`src/rtl/mem_commit_pkg.sv`:
```
// Shared types for the in-order memory commit queue: FIFO entry layout,
// commit FSM encoding and ROB-side field widths.
package mem_commit_pkg;

   localparam int TAG_W  = 4;
   localparam int REG_W  = 5;
   localparam int DATA_W = 32;

   typedef struct packed {
      logic              is_store;
      logic [DATA_W-1:0] addr;
      logic [DATA_W-1:0] data;
      logic [TAG_W-1:0]  tag;
      logic [REG_W-1:0]  wreg;
   } entry_t;

   typedef enum logic [1:0] {
      ST_IDLE = 2'd0,
      ST_REQ  = 2'd1,
      ST_WAIT = 2'd2
   } state_t;

endpackage

```
`src/rtl/commit_fifo.sv`:
```
// Commit FIFO: up to two pushes per cycle (slot 0 is older), one pop, and
// head/second-entry visibility so the FSM can reload the next request on a pop.
module commit_fifo
   import mem_commit_pkg::*;
#(
   parameter int DEPTH = 4
)(
   input  logic                     clk,
   input  logic                     rst_n,
   input  logic                     i_push0,
   input  entry_t                   i_din0,
   input  logic                     i_push1,
   input  entry_t                   i_din1,
   input  logic                     i_pop,
   output entry_t                   o_head,
   output entry_t                   o_second,
   output logic [$clog2(DEPTH):0]   o_count,
   output logic                     o_full,
   output logic                     o_almost_full,
   output logic                     o_empty
);

   localparam int PW = $clog2(DEPTH);
   localparam int CW = PW + 1;

   entry_t          r_mem [DEPTH];
   logic [PW-1:0]   r_wr_ptr;
   logic [PW-1:0]   r_rd_ptr;
   logic [CW-1:0]   r_count;

   logic [CW-1:0]   w_free;
   logic            w_acc0;
   logic            w_acc1;
   logic            w_pop_ok;
   logic [PW-1:0]   w_wr_ptr1;

   // Space is judged before this cycle's pop so a push never depends on the pop.
   assign w_free    = CW'(DEPTH) - r_count;
   assign w_acc0    = i_push0 && (w_free != '0);
   assign w_acc1    = i_push1 && (w_free > (w_acc0 ? CW'(1) : CW'(0)));
   assign w_pop_ok  = i_pop && (r_count != '0);
   assign w_wr_ptr1 = w_acc0 ? (r_wr_ptr + PW'(1)) : r_wr_ptr;

   always_ff @(posedge clk) begin
      if (w_acc0) r_mem[r_wr_ptr]  <= i_din0;
      if (w_acc1) r_mem[w_wr_ptr1] <= i_din1;
   end

   always_ff @(posedge clk or negedge rst_n) begin
      if (!rst_n) begin
         r_wr_ptr <= '0;
         r_rd_ptr <= '0;
         r_count  <= '0;
      end else begin
         r_wr_ptr <= r_wr_ptr + PW'(w_acc0) + PW'(w_acc1);
         if (w_pop_ok) r_rd_ptr <= r_rd_ptr + PW'(1);
         r_count  <= r_count + CW'(w_acc0) + CW'(w_acc1) - CW'(w_pop_ok);
      end
   end

   assign o_head        = r_mem[r_rd_ptr];
   assign o_second      = r_mem[r_rd_ptr + PW'(1)];
   assign o_count       = r_count;
   assign o_full        = (r_count == CW'(DEPTH));
   assign o_almost_full = (r_count >= CW'(DEPTH - 1));
   assign o_empty       = (r_count == '0);

   // A dropped enqueue means the ROB ignored CacheReady.
   assert property (@(posedge clk) disable iff (!rst_n)
      !((i_push0 && !w_acc0) || (i_push1 && !w_acc1)));

endmodule

```
`src/rtl/mem_commit_queue.sv`:
```
// In-order memory commit stage: queues committed loads/stores, issues them to
// the data cache one at a time. Optional store-to-load forwarding: MEM_COMMIT_STORE_FWD_EN.
module mem_commit_queue
   import mem_commit_pkg::*;
#(
   parameter int DEPTH = 4,
   parameter int AW    = 32
)(
   input  logic                   CLK,
   input  logic                   reset,
   input  logic                   ROBMWE,
   input  logic [AW-1:0]          ROBMWA,
   input  logic [AW-1:0]          ROBMWD,
   input  logic                   ROBMRegWrite,
   input  logic [AW-1:0]          ROBMRA,
   input  logic [TAG_W-1:0]       ROBMTag,
   input  logic [REG_W-1:0]       ROBMWriteReg,
   output logic                   CacheReady,
   output logic                   mem_req,
   output logic                   mem_we,
   output logic [AW-1:0]          mem_addr,
   output logic [AW-1:0]          mem_wdata,
   input  logic                   mem_gnt,
   input  logic                   mem_rvalid,
   input  logic [AW-1:0]          mem_rdata,
   output logic [TAG_W-1:0]       LdTag,
   output logic [AW-1:0]          LdResult,
   output logic [REG_W-1:0]       LdWriteReg,
   output logic                   LdRegWrite,
   output logic [$clog2(DEPTH):0] q_count
);

   localparam int CW = $clog2(DEPTH) + 1;

   entry_t          w_st_entry;
   entry_t          w_ld_entry;
   entry_t          w_head;
   entry_t          w_second;
   entry_t          w_nxt;
   logic [CW-1:0]   w_count;
   logic            w_full;
   logic            w_afull;
   logic            w_empty;
   logic            w_pop;
   logic            w_issue;
   logic            w_hit;

   state_t          r_state;
   logic            r_mem_req;
   logic            r_mem_we;
   logic [AW-1:0]   r_mem_addr;
   logic [AW-1:0]   r_mem_wdata;
   logic            r_ld_regwrite;
   logic [TAG_W-1:0] r_ld_tag;
   logic [REG_W-1:0] r_ld_wreg;
   logic [AW-1:0]   r_ld_result;

   assign w_st_entry = '{is_store: 1'b1, addr: ROBMWA, data: ROBMWD, tag: '0, wreg: '0};
   assign w_ld_entry = '{is_store: 1'b0, addr: ROBMRA, data: '0, tag: ROBMTag, wreg: ROBMWriteReg};

   commit_fifo #(.DEPTH(DEPTH)) u_fifo (
      .clk           (CLK),
      .rst_n         (reset),
      .i_push0       (ROBMWE),
      .i_din0        (w_st_entry),
      .i_push1       (ROBMRegWrite),
      .i_din1        (w_ld_entry),
      .i_pop         (w_pop),
      .o_head        (w_head),
      .o_second      (w_second),
      .o_count       (w_count),
      .o_full        (w_full),
      .o_almost_full (w_afull),
      .o_empty       (w_empty)
   );

`ifdef MEM_COMMIT_STORE_FWD_EN
   logic            r_ls_valid;
   logic [AW-1:0]   r_ls_addr;
   logic [AW-1:0]   r_ls_data;
   logic            r_fwd;
   logic            w_st_grant;
   logic            w_ls_valid;
   logic [AW-1:0]   w_ls_addr;

   // A store granted this very cycle must already be visible to the next load.
   assign w_st_grant = (r_state == ST_REQ) && r_mem_req && r_mem_we && mem_gnt;
   assign w_ls_valid = w_st_grant || r_ls_valid;
   assign w_ls_addr  = w_st_grant ? r_mem_addr : r_ls_addr;
   assign w_hit      = !w_nxt.is_store && w_ls_valid && (w_ls_addr == w_nxt.addr);
`else
   assign w_hit      = 1'b0;
`endif

   // Pop the head and, if another entry is already resident, reload from it.
   always_comb begin
      w_pop   = 1'b0;
      w_issue = 1'b0;
      w_nxt   = w_head;
      case (r_state)
         ST_IDLE: w_issue = !w_empty;
         ST_REQ: begin
`ifdef MEM_COMMIT_STORE_FWD_EN
            if (r_fwd || (mem_gnt && r_mem_we)) begin
`else
            if (mem_gnt && r_mem_we) begin
`endif
               w_pop   = 1'b1;
               w_issue = (w_count > CW'(1));
               w_nxt   = w_second;
            end
         end
         ST_WAIT: begin
            if (mem_rvalid) begin
               w_pop   = 1'b1;
               w_issue = (w_count > CW'(1));
               w_nxt   = w_second;
            end
         end
         default: ;
      endcase
   end

   always_ff @(posedge CLK or negedge reset) begin
      if (!reset) begin
         r_state       <= ST_IDLE;
         r_mem_req     <= 1'b0;
         r_mem_we      <= 1'b0;
         r_mem_addr    <= '0;
         r_mem_wdata   <= '0;
         r_ld_regwrite <= 1'b0;
         r_ld_tag      <= '0;
         r_ld_wreg     <= '0;
         r_ld_result   <= '0;
`ifdef MEM_COMMIT_STORE_FWD_EN
         r_ls_valid    <= 1'b0;
         r_ls_addr     <= '0;
         r_ls_data     <= '0;
         r_fwd         <= 1'b0;
`endif
      end else begin
         r_ld_regwrite <= 1'b0;
         case (r_state)
            ST_IDLE: if (w_issue) r_state <= ST_REQ;
            ST_REQ: begin
`ifdef MEM_COMMIT_STORE_FWD_EN
               if (r_fwd) begin
                  r_ld_regwrite <= 1'b1;
                  r_ld_result   <= r_ls_data;
                  r_ld_tag      <= w_head.tag;
                  r_ld_wreg     <= w_head.wreg;
                  r_state       <= w_issue ? ST_REQ : ST_IDLE;
               end else
`endif
               if (mem_gnt) begin
                  r_mem_req <= 1'b0;
                  r_state   <= r_mem_we ? (w_issue ? ST_REQ : ST_IDLE) : ST_WAIT;
               end
            end
            ST_WAIT: begin
               if (mem_rvalid) begin
                  r_ld_regwrite <= 1'b1;
                  r_ld_result   <= mem_rdata;
                  r_ld_tag      <= w_head.tag;
                  r_ld_wreg     <= w_head.wreg;
                  r_state       <= w_issue ? ST_REQ : ST_IDLE;
               end
            end
            default: r_state <= ST_IDLE;
         endcase
`ifdef MEM_COMMIT_STORE_FWD_EN
         if (w_st_grant) begin
            r_ls_valid <= 1'b1;
            r_ls_addr  <= r_mem_addr;
            r_ls_data  <= r_mem_wdata;
         end
         if (w_pop) r_fwd <= 1'b0;
         if (w_issue) r_fwd <= w_hit;
`endif
         if (w_issue) begin
            r_mem_req   <= !w_hit;
            r_mem_we    <= w_nxt.is_store;
            r_mem_addr  <= w_nxt.addr;
            r_mem_wdata <= w_nxt.data;
         end
      end
   end

   assign CacheReady = !w_full && !w_afull;
   assign mem_req    = r_mem_req;
   assign mem_we     = r_mem_we;
   assign mem_addr   = r_mem_addr;
   assign mem_wdata  = r_mem_wdata;
   assign LdTag      = r_ld_tag;
   assign LdResult   = r_ld_result;
   assign LdWriteReg = r_ld_wreg;
   assign LdRegWrite = r_ld_regwrite;
   assign q_count    = w_count;

endmodule

```
`config.mk`:
```
export PLATFORM = sky130hd
export DESIGN_NAME = mem_commit_queue
export DESIGN_NICKNAME = d
export VERILOG_FILES = /design/src/rtl/mem_commit_pkg.sv /design/src/rtl/commit_fifo.sv /design/src/rtl/mem_commit_queue.sv
export SDC_FILE = /design/constraint.sdc
export NUM_CORES = 1
export LEC_CHECK = 0
export CORE_ASPECT_RATIO = 0.75
export CORE_MARGIN = 4
export CORE_UTILIZATION = 62
export CTS_BUF_LIST = sky130_fd_sc_hd__clkbuf_2 sky130_fd_sc_hd__clkbuf_4 sky130_fd_sc_hd__clkbuf_8
export DETAILED_ROUTE_END_ITERATION = 10
export HOLD_SLACK_MARGIN = 0.15
export PLACE_DENSITY = 0.94
export SLEW_MARGIN = 0
export SYNTH_ARGS = -nofsm -noshare
export SYNTH_HDL_FRONTEND = slang
export SYNTH_SLANG_ARGS = --single-unit
```
`constraint.sdc`:
```
create_clock -name CLK -period 11.79 [get_ports CLK]
set_input_delay 1.7685 -clock CLK [delete_from_list [all_inputs] [get_ports CLK]]
set_output_delay 1.7685 -clock CLK [all_outputs]
set_load 0.05 [all_outputs]
```
Word-level counts from Yosys, hierarchy flattened. Memories as Yosys holds them, arrays and structs flattened. Index checks and enable logic that the tools add are counted.

$add $sub $neg: 8. $lt $le $gt $ge: 3. Equal/unequal tests: 6. Mux-type cells: 25. Reduce and logical (&&, ||, !) cells: 17.

Operators with widths (number): two-way mux 74 bit (2); case mux 74 bit (2 select lines) (1); two-way mux 1 bit (14); two-way mux 2 bit (5); adder 3 x 1 -> 3 bit (2); != test 2 bit (second input constant) (3); case mux 2 bit (3 select lines) (1); nonzero test 3 bit (2); logical AND 1 bit (5); adder 2 x 1 -> 2 bit (2); adder 2 x 1 -> 2 bit (second input constant) (2); AND reduction 2 bit (2); nonzero test 2 bit (2); == test 3 bit (second input constant) (1); >= comparator 3 x 2 -> 1 bit (second input constant) (1); greater-than comparator 3 x 1 -> 1 bit (second input constant) (1); greater-than comparator 3 bit (1); zero test 1 bit (3); zero test 3 bit (1); case mux 1 bit (3 select lines) (1); AND reduction 3 bit (1); subtractor 3 x 1 -> 3 bit (1); subtractor 3 bit (first input constant) (1); == test 2 x 1 -> 1 bit (second input constant) (1); other kinds (3) (3).

Register bits after elaboration: 117. Memory bits (writable): 296. Input port bits: 143. Word-level logic and storage cells: 72. Memories: 1.

Memory list: u_fifo.r_mem (words 4, width 74, rd ports 2, clocked after memory_dff 0, wr ports 2, line commit_fifo.sv:26) `entry_t r_mem [DEPTH];`.

Longest topological paths before layout. Gate-level depths: netlist of run 1.

Depth in word-level cells: 8. Mapped depth: 13.

Hierarchy. From an unflattened synthesis of run 1, not the netlist that was laid out.

Cell total of the unflattened synthesis: 1211. Area total of the unflattened synthesis: 21944.8 µm².

Modules (own cells, without submodules): commit_fifo (times used 1, cells each 866, area an instance 16851.2 µm²); mem_commit_queue (times used 1, cells each 345, area an instance 5093.6 µm²).

Worst setup path after synthesis of run 1. OpenSTA, ideal clock, no wires.

Kind: input-to-reg. From: input ROBMWE. To: memory u_fifo.r_mem[0][0] (netlist name), enable pin. Setup time: 496 ps. Data arrival time: 5555 ps. Required time: 11294 ps. Path slack: 5738 ps. Cell stages on the path: 6. Buffers on the path: 1. Cell sequence: nor2b_4 > buf_2 > ha_1 > nor2_1 > o21ai_2 > o21ai_0.

RTL lines: from (decl) (line mem_commit_queue.sv:11) `input logic ROBMWE,`; to (decl) (line commit_fifo.sv:26).

Worst setup path in the final report of run 1.
From: register u_fifo.r_count[0], in the netlist u_fifo.o_count[0]. To: output CacheReady.

Word-level cells in the longest chain between the ends: 3. Elaborated cells between the ends (all ways): 5.

RTL lines: from (decl) (line commit_fifo.sv:29) `logic [CW-1:0] r_count;`; from (signal assigned) (line commit_fifo.sv:57) `r_count <= r_count + CW'(w_acc0) + CW'(w_acc1) - CW'(w_pop_ok);`; >= comparator 3 x 2 -> 1 bit or == test 3 bit (tied branches) (line commit_fifo.sv:65, commit_fifo.sv:64); zero test 1 bit (line mem_commit_queue.sv:189) `assign CacheReady = !w_full && !w_afull;`; logical AND 1 bit (*) (line mem_commit_queue.sv:189); to (decl) (line mem_commit_queue.sv:18) `output logic CacheReady,`.

Every way passes the cells marked *; elsewhere a longest branch is shown, timed or not.

==> results of run 1 <==
critical path, delay by kind of cell (launching register included):
kind | cells | cell delay [ps]
compound gates | 1 | 940
fa+ha+maj | 2 | 440
buf+inv | 2 | 1130
flops | 1 | 510
power by group:
part	internal, mW	switching, mW	total [mW]
logic	1.38	2.33	3.71
registers	2.13	0.353	2.48
clock network	0.726	0.571	1.30
routing by layer:
layer / vias to the layer above / share of wire / GRT usage
met2: 1154 / 0.48 / 0.5168
li1: 7691 / - / -
met1: 8324 / 0.37 / 0.4055
met5: - / 0.00074 / 0
met4: 6 / 0.041 / 0.1601
met3: 224 / 0.11 / 0.07500
sequential cells by signal (all words and copies together) (netlist names):
signal	cells
u_fifo.o_count	3
u_fifo.r_mem	296
r_state	2
LdTag	4
LdWriteReg	5
mem_addr	32
mem_we	1
mem_req	1
u_fifo.r_wr_ptr	2
LdResult	32
mem_wdata	32
LdRegWrite	1
u_fifo.r_rd_ptr	2
per-stage QoR:
stage,cells,utilization,power [mW],instance area (µm²)
2_1_floorplan,2121,-,5.061,20630
4_1_cts,2801,0.7557,7.435,24630
5_1_grt,2803,0.7559,7.862,24640
3_5_place_dp,2680,0.7126,6.113,23230
3_3_place_gp,2680,0.7126,5.905,23230
6_report,2806,0.7561,7.489,24640
cells by family (layout without fill, tap and decap cells):
group	count (synthesis)	in the layout	synth area share
fa+ha+maj	22	22	0.01371
xor+xnor	6	6	0.002548
compound gates	438	438	0.1120
buf+inv	204	442	0.04555
simple gates	695	695	0.1334
other cells	0	5	0
mux	343	343	0.1839
flops	413	413	0.5088
worst paths after layout:
| path | start | to | slack (ps) |
|---|---|---|---|
| setup reg to reg | u_fifo.o_count[0] | u_fifo.r_mem[3][62] | 7250 |
| setup / recovery | u_fifo.o_count[0] | CacheReady | 6430 |
| hold / removal | u_fifo.r_mem[3][36] | u_fifo.r_mem[3][36] | 460 |
| max in group asynchronous | reset | u_fifo.r_rd_ptr[1] | 9120 |
| hold reg to reg | u_fifo.r_mem[3][36] | u_fifo.r_mem[3][36] | 460 |
| min in group asynchronous | reset | mem_wdata[20] | 1190 |
cells in the final DEF (no fill, tap or decap), drive strengths merged:
master	n
a2111oi	1
a211oi	1
a21o	2
a21oi	202
a31oi	1
and2	40
and3	1
buf	25
clkbuf	112
clkdlybuf4s50	253
clkinv	8
clkinvlp	1
dfrtp	117
dfxtp	132
diode	5
edfxtp	164
fa	1
ha	21
inv	43
mux2	171
mux2i	163
mux4	9
nand2	558
nand2b	7
nand3	6
nand4	1
nor2	79
nor2b	1
nor3	1
o21a	1
o21ai	164
o22ai	65
o2bb2ai	1
or3	1
xnor2	5
xor2	1
layout make-up:
class                      count  area (µm²)  share of cell area
sequential                   413       10500              0.4262
multi-input combinational   1504        9276              0.3764
timing repair buffer         278        2733              0.1109
clock buffer                 112        1360             0.05519
tap                          442       553.0             0.02244
inverter                      43       161.4            0.006550
clock inverter                 9       45.04            0.001828
antenna                        5       12.51           0.0005077
==> impl_metrics.csv, run 1 <==
group,metric,value,unit
sta,rsz0062_at_grt,"false",
clock_tree,cts_sinks,413,
route,routedWlPerCell,21.18,µm
min_path,hold_path_class,"flop to flop",
placed_design,gp_congestion,0.8026,
cells_and_area,drive_above_1_share,0.1429,
synth,ys_seq_area_frac,0.5088,
clock_tree,cts.hold.buffers_added,0,
critical_path,crit_type,"flop to output pin",
sta,tightest_slew,1284,ps
sta,worst_slack,6427,ps
synth,syn_avg_cell_area,9.725,µm²
synth,ys_ff_latch,413,
sta,clock-skew-final,36.33,ps
synth,syn_area,0.02063,mm²
synth,synth_top_area_cell,"edfxtp_1",
synth,synth_enable_flop_cells,164,
placed_design,dp_hpwl,34.41,mm
status,failed_checks,"DRC",
sta,hold_viol_final,0,
pwr,power_density,303.9,mW/mm²
synth,syn_nets,2286,
clock_tree,worstSkewPairLatency,590,ps
pwr,p_leak,9.731,nW
floorplan,start_util,0.6329,
critical_path,max_stage_delay,990,ps
route,num_vias,17400,
critical_path,cp_data_required_time,10020,ps
synth,synth_warnings,0,
synth,synth_common_cells,"nand2_1 (558), a21oi_1 (198), edfxtp_1 (164)",
floorplan,pin_count,255,
route,drtIter0Drc,2279,
synth,synth.most_common_cell,"nand2_1",
route,wl,59.44,mm
critical_path,rr_worst_depth,11,
critical_path,crit_path_frequent_cell,"ha_1",
pwr,vdd_drop_max,0.2839,mV
global_routing,antenna_found_initial,6,
global_routing,grt_pass1_vias,18190,
floorplan,die_h,166.0,µm
job,drv_cap,0,
floorplan,row_count,57,
clock_tree,numCtsBuffers,67,
route,vias_per_cell,6.201,
route,drtAntennaViolNets,0,
clock_tree,post_cts_buffers,0,
placed_design,portBuffers,254,
global_routing,grt_use_total,0.3197,
cells_and_area,syn_to_final_growth,19.47,%
critical_path,crit_path_end_kind,"output pin",
min_path,min_path_cells,2,
clock_tree,clkTransAtPathRegs,60,ps
sta,post-route-min-period,5363,ps
sta,setup_violations,0,
placed_design,dp_worst_setup_slack,6101,ps
critical_path,cp-start-kind,"flop",
floorplan,die-area,0.03628,mm²
synth,yosysTopAreaCellShare,0.2387,
critical_path,path_cells,"inv_1 > ha_1 > ha_1 > a2111oi_0 > clkdlybuf4s50_1",
synth,postSynth.asyncResetShare,0.2833,
synth,synth.distinct_cells,42,
critical_path,crit_path_max_fanout,7,
sta,fin_setup_tns,0,ps
status,status,"finished, violations left",
clock_tree,root_buffer,"clkbuf_8",
synth,synth.area.top_cells,"edfxtp_1 (24%), dfrtp_1 (14%), dfxtp_1 (13%), nand2_1 (10%), mux2_2 (8.5%)",
cells_and_area,nets,2472,
cells_and_area,fill_cells,2007,
clock_tree,cts_buffer_depth,3,
synth,postSynthCellCount,2121,
critical_path,crit_arrival,3590,ps
critical_path,critPathSlowestCell,"clkdlybuf4s50_1",
sta,whs,455.6,ps
global_routing,grt_max_degree,158,
sta,relSlewSlack,0.1438,
route,drc,2,
clock_tree,h-tree-depth,3,
global_routing,grt_remaining_overflow,0,
floorplan,fp.dieW,218.6,µm
synth,synthFlopType,"edfxtp_1",
sta,fmax,0.1864,GHz
route,drt_pass1_iterations,9,
sta,fin_crit_sh,0.4549,
global_routing,grt_pass1_wl,93.96,mm
clock_tree,cts_resized,0,
sta,finalMaxSlewViolations,0,
clock_tree,tritoncts,"done",
floorplan,coreArea,0.03259,mm²
No activity file was read; power rests on OpenSTA's default activity.
==> run 2, diff against run 1 <==
--- a/config.mk
+++ b/config.mk
@@ -7,11 +7,11 @@
 export LEC_CHECK = 0
 export CORE_ASPECT_RATIO = 0.75
 export CORE_MARGIN = 4
-export CORE_UTILIZATION = 62
+export CORE_UTILIZATION = 58
 export CTS_BUF_LIST = sky130_fd_sc_hd__clkbuf_2 sky130_fd_sc_hd__clkbuf_4 sky130_fd_sc_hd__clkbuf_8
 export DETAILED_ROUTE_END_ITERATION = 10
 export HOLD_SLACK_MARGIN = 0.15
-export PLACE_DENSITY = 0.94
+export PLACE_DENSITY = 0.89
 export SLEW_MARGIN = 0
 export SYNTH_ARGS = -nofsm -noshare
 export SYNTH_HDL_FRONTEND = slang
==> constraint.sdc (replaced) <==
create_clock -name CLK -period 5.4 [get_ports CLK]
set_input_delay 0.81 -clock CLK [delete_from_list [all_inputs] [get_ports CLK]]
set_output_delay 0.81 -clock CLK [all_outputs]
set_load 0.05 [all_outputs]
==> run 2 against run 1 <==
Compared with the run above:
- the run now ends clean
- flip-flop and latch count unchanged
- setup slack got worse by 5200 ps
- core utilization is 4.9 points lower
- clock-buffer cell count down 1
- via count is 2.2% lower
- sequential power increased by 110%
- first-iteration DRC count shrank 13%
- clock power grew 110%
- die area up 6.6%
- critical path type unchanged
- critical endpoint unchanged
- highest routed layer unchanged
==> impl_metrics.csv, run 2 (synthesized netlist as in run 1, its figures left out) <==
group,metric,value,unit
status,status,"finished clean",
route,drc,0,
sta,post-route-min-period,4170,ps
critical_path,crit_path_max_fanout,7,
cells_and_area,final_cells,2819,
placed_design,dp_cells,2700,
floorplan,die-area,0.03868,mm²
floorplan,fp.dieW,225.8,µm
route,vias_per_cell,6.037,
clock_tree,clkTransAtPathRegs,70,ps
floorplan,die_h,171.3,µm
sta,clock-skew-final,29.47,ps
route,wl,57.75,mm
global_routing,grt_pass1_wl,89.82,mm
critical_path,reg2reg_from,"u_fifo.o_count[0]",
pwr,swShare,0.4311,
cells_and_area,utilization,0.7067,
cells_and_area,syn_to_final_growth,19.62,%
min_path,hold_path_class,"input port to async pin",
pwr,pwr-share-clk,0.170,
clock_tree,cts_buffer_depth,3,
clock_tree,tritoncts,"done",
sta,rsz0062_at_grt,"false",
critical_path,cp_data_required_time,4590,ps
critical_path,max_stage_delay,990,ps
critical_path,r2r_end,"u_fifo.r_mem[2][63]",
global_routing,grt_pass1_vias,17140,
sta,tightest_slew,1353,ps
route,routedWlPerCell,20.49,µm
cells_and_area,layout_commonest_cell,"nand2_1",
pwr,seqPwrFrac,0.327,
critical_path,crit_path_frequent_cell,"ha_1",
cells_and_area,top_register,"u_fifo.r_mem",
job,drv_cap,0,
cells_and_area,drive_above_1_share,0.1436,
pwr,power_density,658.7,mW/mm²
global_routing,grt_max_degree,272,
pwr,power_switching,7.007,mW
critical_path,rrSetupSlack,1520,ps
cells_and_area,design_area,0.02467,mm²
route,drt_pass1_iterations,6,
placed_design,gp_congestion,0.8571,
placed_design,dp_worst_setup_slack,1328,ps
placed_design,dp_hpwl,35.55,mm
clock_tree,cts.hold.buffers_added,0,
clock_tree,worstSkewPairLatency,590,ps
sta,fin_setup_tns,0,ps
sta,whs,249.0,ps
critical_path,path_cells,"inv_1 > ha_1 > ha_1 > a2111oi_0 > clkdlybuf4s50_1",
cells_and_area,mostFrequentLayoutCells,"nand2_1 (558), clkdlybuf4s50_1 (253), a21oi_1 (197)",
global_routing,grt_use_total,0.2900,
critical_path,crit_family,"buffers and inverters",
clock_tree,cts_sinks,413,
sta,fmax,0.2398,GHz
critical_path,critPathSlowestCell,"clkdlybuf4s50_1",
sta,fin_crit_sh,0.7723,
critical_path,crit_path_end_kind,"output pin",
critical_path,crit_arrival,3360,ps
sta,setup_violations,0,
sta,worst_slack,1230,ps
cells_and_area,nets,2477,
floorplan,row_count,59,
critical_path,cp.buffers_inverters,2,
floorplan,start_util,0.5907,
sta,finalMaxSlewViolations,0,
placed_design,portBuffers,254,
sta,relSlewSlack,0.09802,
pwr,finalPower,16.25,mW
pwr,vdd_drop_max,0.5874,mV
placed_design,dpl_cell_area,0.02331,mm²
sta,hold_viol_final,0,
route,drtAntennaViolNets,0,
critical_path,rr_worst_depth,11,
route,num_vias,17020,
clock_tree,root_buffer,"clkbuf_8",
pwr,intPower,9.246,mW
critical_path,crit_type,"flop to output pin",
cells_and_area,largest_register_ffs,296,
route,drtIter0Drc,1992,
critical_path,cp-start-kind,"flop",
clock_tree,post_cts_buffers,0,
clock_tree,cts_resized,0,
pwr,comb_power_share,0.503,
clock_tree,numCtsBuffers,67,
global_routing,antenna_found_initial,3,
global_routing,grt_remaining_overflow,0,
pwr,p_leak,9.733,nW
floorplan,pin_count,255,
floorplan,coreArea,0.03492,mm²
clock_tree,h-tree-depth,3,
[run 2: cell count changes in the layout (fill, tap and decap cells not counted)]
| cell | change |
|---|---|
| clkbuf_8 | -5 |
| clkbuf_4 | +4 |
| clkinvlp_4 | +2 |
| buf_4 | +2 |
| buf_12 | +2 |
| clkinv_2 | -4 |
| buf_6 | +1 |
| diode_2 | -4 |
[run 2: worst max-delay path by stage]
stage | slack (ps) | end | depth (start not counted) | start
after floorplan | 910 | u_fifo.r_mem[0][0] | 9 | u_fifo.o_count[1]
after global placement | 1380 | u_fifo.r_mem[2][63] | 9 | ROBMWE
after detailed placement | 1330 | u_fifo.r_mem[2][70] | 9 | ROBMWE
after CTS | 1190 | CacheReady | 5 | u_fifo.o_count[0]
after global routing | 1170 | CacheReady | 5 | u_fifo.o_count[0]
final | 1230 | CacheReady | 5 | u_fifo.o_count[0]
[run 2: final cells by class]
class | instances | area [µm²]
sequential | 413 | 10500
fill | 2393 | 10240
multi-input combinational | 1504 | 9276
timing repair buffer | 283 | 2799
clock buffer | 111 | 1321
tap | 457 | 571.8
inverter | 43 | 161.4
clock inverter | 7 | 40.04
antenna | 1 | 2.502
[run 2: power groups by stage]
| stage | combinational (mW) | clock [mW] | sequential (mW) |
|---|---|---|---|
| finish | 8.18 | 2.76 | 5.31 |
| global route | 8.74 | 2.94 | 5.41 |
| CTS | 8.09 | 2.78 | 5.29 |
| detailed placement | 8.03 | 0 | 5.34 |
| global placement | 7.71 | 0 | 5.24 |
| floorplan | 4.77 | 0 | 6.28 |
[run 2: routing by layer]
layer	share of wire	vias to the layer above	global-route usage
met5	0.00059	-	0
met4	0.033	6	0.1248
met2	0.47	1033	0.4725
met1	0.39	8110	0.3753
met3	0.11	163	0.06859
li1	-	7707	-
